`src/rtl/layer_fold_scheduler.sv`:
```
// Layer sequencer: steps through every row/col fold of each layer, hands tiles to the
// systolic array one at a time, runs pooling when enabled and advances layer by layer.
//
// state     | meaning
// ----------+------------------------------------------------------------
// IDLE      | waiting for net_start
// KICK      | first layer_switch_signal pulse of a run
// WAIT_CFG  | waiting for start_cal_folding_flag from the config bank
// LOAD      | config settling; latch fold sizes/pooling/layer at exit
// ISSUE     | tile_start pulse with current fold indices
// WAIT_TILE | waiting for tile_done, then advance row (inner) / col (outer)
// GAP       | array drain cycles between tiles
// POOL      | pool_start pulse
// WAIT_POOL | waiting for pool_done
// SWITCH    | layer_switch_signal pulse; ends network after last layer
// DONE      | net_done pulse
module layer_fold_scheduler #(
    parameter int NUM_LAYERS = 5,
    parameter int TILE_GAP   = 2
) (
    input  logic        clk,
    input  logic        rst_n,
    input  logic        net_start,
    input  logic        start_cal_folding_flag,
    input  logic [7:0]  FOLD_ROWS,
    input  logic [7:0]  FOLD_COLS,
    input  logic        pooling_en,
    input  logic [3:0]  layer_index,
    input  logic        tile_done,
    input  logic        pool_done,
    output logic        layer_switch_signal,
    output logic        tile_start,
    output logic [7:0]  fold_row_idx,
    output logic [7:0]  fold_col_idx,
    output logic        pool_start,
    output logic        busy,
    output logic        net_done,
    output logic [15:0] tile_count
);

    typedef enum logic [3:0] {
        S_IDLE, S_KICK, S_WAIT_CFG, S_LOAD, S_ISSUE, S_WAIT_TILE,
        S_GAP, S_POOL, S_WAIT_POOL, S_SWITCH, S_DONE
    } state_t;

    localparam logic [3:0] GAP_LOAD = (TILE_GAP > 0) ? 4'(TILE_GAP - 1) : 4'd0;

    state_t      state, state_nxt;
    logic [7:0]  rows_lat, cols_lat;
    logic        pool_lat;
    logic [3:0]  layer_lat;
    logic [7:0]  row_cnt, col_cnt, row_nxt, col_nxt;
    logic [3:0]  gap_cnt;
    logic        last_row, last_tile;

    logic        layer_switch_d, tile_start_d, pool_start_d, busy_d, net_done_d;
    logic [7:0]  fold_row_d, fold_col_d;
    logic [15:0] tile_count_d;

    assign last_row  = (row_cnt == rows_lat);
    assign last_tile = last_row && (col_cnt == cols_lat);

    always_ff @(posedge clk or negedge rst_n) begin
        if (!rst_n) begin
            state               <= S_IDLE;
            layer_switch_signal <= 1'b0;
            tile_start          <= 1'b0;
            fold_row_idx        <= 8'd0;
            fold_col_idx        <= 8'd0;
            pool_start          <= 1'b0;
            busy                <= 1'b0;
            net_done            <= 1'b0;
            tile_count          <= 16'd0;
        end else begin
            state               <= state_nxt;
            layer_switch_signal <= layer_switch_d;
            tile_start          <= tile_start_d;
            fold_row_idx        <= fold_row_d;
            fold_col_idx        <= fold_col_d;
            pool_start          <= pool_start_d;
            busy                <= busy_d;
            net_done            <= net_done_d;
            tile_count          <= tile_count_d;
        end
    end

    always_comb begin
        state_nxt = state;
        case (state)
            S_IDLE:      if (net_start) state_nxt = S_KICK;
            S_KICK:      state_nxt = S_WAIT_CFG;
            S_WAIT_CFG:  if (start_cal_folding_flag) state_nxt = S_LOAD;
            S_LOAD:      state_nxt = S_ISSUE;
            S_ISSUE:     state_nxt = S_WAIT_TILE;
            S_WAIT_TILE: begin
                if (tile_done) begin
                    if (last_tile)          state_nxt = pool_lat ? S_POOL : S_SWITCH;
                    else if (TILE_GAP == 0) state_nxt = S_ISSUE;
                    else                    state_nxt = S_GAP;
                end
            end
            S_GAP:       if (gap_cnt == 4'd0) state_nxt = S_ISSUE;
            S_POOL:      state_nxt = S_WAIT_POOL;
            S_WAIT_POOL: if (pool_done) state_nxt = S_SWITCH;
            S_SWITCH:    state_nxt = (layer_lat == 4'(NUM_LAYERS)) ? S_DONE : S_WAIT_CFG;
            S_DONE:      state_nxt = S_IDLE;
            default:     state_nxt = S_IDLE;
        endcase
    end

    // Counter values for the next cycle, so a tile issued right after tile_done sees them.
    always_comb begin
        row_nxt = row_cnt;
        col_nxt = col_cnt;
        if (state == S_LOAD) begin
            row_nxt = 8'd0;
            col_nxt = 8'd0;
        end else if (state == S_WAIT_TILE && tile_done && !last_tile) begin
            if (last_row) begin
                row_nxt = 8'd0;
                col_nxt = col_cnt + 8'd1;
            end else begin
                row_nxt = row_cnt + 8'd1;
            end
        end
    end

    always_comb begin
        layer_switch_d = (state_nxt == S_KICK) || (state_nxt == S_SWITCH);
        tile_start_d   = (state_nxt == S_ISSUE);
        pool_start_d   = (state_nxt == S_POOL);
        net_done_d     = (state_nxt == S_DONE);
        busy_d         = (state_nxt != S_IDLE);
        fold_row_d     = tile_start_d ? row_nxt : fold_row_idx;
        fold_col_d     = tile_start_d ? col_nxt : fold_col_idx;
        tile_count_d   = tile_count;
        if (state == S_IDLE && net_start)
            tile_count_d = 16'd0;
        else if (tile_start_d && tile_count != 16'hFFFF)
            tile_count_d = tile_count + 16'd1;
    end

    always_ff @(posedge clk or negedge rst_n) begin
        if (!rst_n) begin
            rows_lat  <= 8'd0;
            cols_lat  <= 8'd0;
            pool_lat  <= 1'b0;
            layer_lat <= 4'd0;
            row_cnt   <= 8'd0;
            col_cnt   <= 8'd0;
            gap_cnt   <= 4'd0;
        end else begin
            row_cnt <= row_nxt;
            col_cnt <= col_nxt;
            if (state == S_LOAD) begin
                rows_lat  <= FOLD_ROWS;
                cols_lat  <= FOLD_COLS;
                pool_lat  <= pooling_en;
                layer_lat <= layer_index;
            end
            if (state_nxt == S_GAP && state != S_GAP)
                gap_cnt <= GAP_LOAD;
            else if (state == S_GAP && gap_cnt != 4'd0)
                gap_cnt <= gap_cnt - 4'd1;
        end
    end

endmodule
```
`config.mk`:
```
export PLATFORM = sky130hd
export DESIGN_NAME = layer_fold_scheduler
export DESIGN_NICKNAME = d
export VERILOG_FILES = /design/src/rtl/layer_fold_scheduler.sv
export SDC_FILE = /design/constraint.sdc
export NUM_CORES = 1
export LEC_CHECK = 0
export CORE_ASPECT_RATIO = 0.6
export CORE_MARGIN = 3
export CORE_UTILIZATION = 48
export DETAILED_ROUTE_END_ITERATION = 12
export PLACE_DENSITY = 0.8
export SYNTH_ARGS = -nofsm -noshare
export SYNTH_HDL_FRONTEND = slang
export SYNTH_SLANG_ARGS = --single-unit
```
`constraint.sdc`:
```
create_clock -name clk -period 2 [get_ports clk]
set_clock_uncertainty 0.2 [all_clocks]
set_input_delay 0.4 -clock clk [delete_from_list [all_inputs] [get_ports clk]]
set_output_delay 0.4 -clock clk [all_outputs]
set_load 0.01 [all_outputs]
```
==> results.ini <==
[worst_setup_path]
critPathLaunch = col_cnt[0]
end_kind = register
r2r_slack_ps = -360
arrival_ps = 2370
cp_max_fo = 5
required_ps = 2010
path_class = register to register
worstSetupStartpointType = register
reg2reg_from = col_cnt[0]

[cells_and_area]
final_cells = 619
regArea_sq_mm = 0.002057
final_layout_size_suffix_gt1_share_pct = 36.50
multi_input_area_sq_mm = 0.002090
fin_nets = 541
areaGrowthSynthToFinish_pct = 55.18
antennaDiodeCount = 0
fill_cells = 423
mostFrequentLayoutCell = dfrtp_1
fin_util_pct = 79.80
layout_common_cells = dfrtp_1 (78), buf_4 (65), clkdlybuf4s50_1 (57)

[synthesis]
yosys_warnings = 0
synth-edff-count = 0
yosysSeqAreaShare_pct = 52.73
syn_avg_cell_area_sq_um = 10.66
postSynthCellCount = 365
syn-num-nets = 396
ys_types = 50
syn_area_sq_mm = 0.003891
synth_ff_type = dfrtp_1
async_flop_share_pct = 100.0
ys_ff_latch = 82

[run_status]
violations = negative setup slack
status = finished, violations left

[route]
finalWirelength_um = 13040
wire_per_inst_um = 21.06
via_per_inst = 5.982
vias = 3703
post-route-drc-count = 0
ant_nets = 0
first_pass_iters = 5
first_iter_violations = 401

[cts]
cts_buffers = 9
clk_pin_slew_worst_paths_ps = 60
ctsRootBufferMaster = clkbuf_16
clock_path_buffers = 2
tritoncts = done
clkSinkCount = 82
h-tree-depth = 3
insertion_delay_ps = 340

[floorplan]
rows = 24
fp.dieW_um = 122.2
coreArea_sq_mm = 0.007567
initial_core_util_pct = 51.42
fp.dieArea_sq_mm = 0.009258
ios = 64
fp.dieH_um = 75.74

[sta]
grt_setup_unrepaired = true
hold_viol = 0
relSlewSlack_pct = 70.12
tns_ps = -7106
period_share_pct = 117.8
setup_ws_ps = -355.1
setup_viol = 48
fmax_mhz = 424.6
holdWs_ps = 284.5
slew_viol_final = 0
max_slew.worst_pin.slew_ps = 448.1
period_minus_slack_ps = 2355

[job]
drv_cap = 0

[placed_design]
numPortBuffers = 63
dp_cells = 578
dpl.hpwl_um = 7133
gp_congestion = 0.8623

[power]
p_leak_nw = 2.671
ir_worst_vdd_uv = 876.0
power.density_mw_per_mm2 = 1248

[global_routing]
grt_usage_pct = 25.00
grt_pass1_wl_um = 17370
grt_start_max_net_pins = 83
antenna_found_initial = 0
grt_pass1_vias = 3311
grt_overflow_total = 0

[hold_path]
worstHoldStart = fold_row_idx[4]
hp-class = register to register

## timing repair
item	CTS	global route
gates resized for setup	44	62
hold endpoints to repair	82	0
setup buffers	9	14
cloned	1	2
hold buffers	1	0
endpoints found under the setup margin	57	63
pin swaps	22	32
## worst max-delay path: stages, from the launching register on
cell      delay, ps
dfrtp_1         410
xor2_1          170
nor4_2          380
and4bb_2        330
buf_6           130
and3b_2         230
nor2_1           70
o31ai_1         300
## final timing paths
check / endpoint / cells past startpoint
min in group asynchronous: tile_count[6] / 3
max in group asynchronous: state[0] / 3
min reg2reg: fold_row_idx[4] / 2
max reg2reg: state[3] / 7
min: fold_row_idx[4] / 2
max: state[3] / 7
## metal layers
layer	routed length, um	track usage [%]
met1	5481	36.30
met3	1325	6.231
met2	5839	37.35
met5	0	0
met4	390	7.692
## cells in the mapped netlist (2+ instances only)
library cell,n,area (sq um)
nor4_1,6,37.54
nor2_1,39,146.4
mux2_2,21,236.5
dfrtp_1,82,2052
nor4b_1,2,17.52
mux2i_1,4,40.04
o21ai_0,24,120.1
and3_1,7,43.79
nand2_1,33,123.9
or3_1,3,18.77
nand4_1,11,68.82
inv_1,7,26.28
ha_1,4,50.05
o31ai_1,2,15.01
o22ai_1,2,12.51
nor3_1,8,40.04
buf_2,3,15.01
a22o_1,5,43.79
clkbuf_1,9,33.78
xnor2_1,23,201.4
and4_1,2,17.52
nor4_2,2,25.02
a21oi_1,7,35.03
xor2_1,15,131.4
nand3b_1,2,15.01
nand3_1,9,45.04
and2_1,3,18.77
and4bb_1,2,25.02
nor2b_1,5,31.28
nor3b_1,2,15.01
buf_6,2,22.52
## registers in the layout, summed over array words and instances (netlist names), 8 cells and up
| name | count |
|---|---|
| fold_row_idx | 8 |
| row_cnt | 8 |
| cols_lat | 8 |
| rows_lat | 8 |
| col_cnt | 8 |
| tile_count | 16 |
| fold_col_idx | 8 |
## metrics by stage
stage / power, mW / worst slack [ps] / cell area, sq um
after floorplan: 3.819 / -51.71 / 3979
after global placement: 4.810 / -255.3 / 5151
after detailed placement: 4.918 / -274.6 / 5151
after CTS: 7.137 / -203.0 / 5728
after global routing: 7.870 / -424.4 / 6038
final: 7.535 / -355.1 / 6038
## where the power goes
part | switching, mW | leakage [nW] | total (mW) | internal [mW]
clock | 0.650 | 0.176 | 1.93 | 1.28
sequential | 0.366 | 1.07 | 2.46 | 2.10
combinational | 1.55 | 1.43 | 3.14 | 1.59
total | 2.57 | 2.67 | 7.53 | 4.97
## cells by family (layout without fill, tap and decap cells)
group / count (synthesis) / after routing / synth area share, %
flip-flops: 82 / 82 / 52.73
buffers and inverters: 23 / 171 / 2.701
adder cells (fa/ha/maj): 4 / 4 / 1.286
AO/OA/AOI/OAI: 50 / 51 / 8.425
AND/OR/NAND/NOR: 143 / 144 / 19.20
multiplexers: 25 / 25 / 7.106
XOR/XNOR: 38 / 38 / 8.553
## final cells by class
type / count / share of cell area [%]
Clock buffer: 11 / 4.186
Clock inverter: 5 / 1.658
Inverter: 8 / 0.5802
Multi-Input combinational cell: 262 / 34.60
Sequential cell: 82 / 34.07
Tap cell: 104 / 2.155
Timing Repair Buffer: 147 / 22.75
Power figures use the tool's default switching activity.
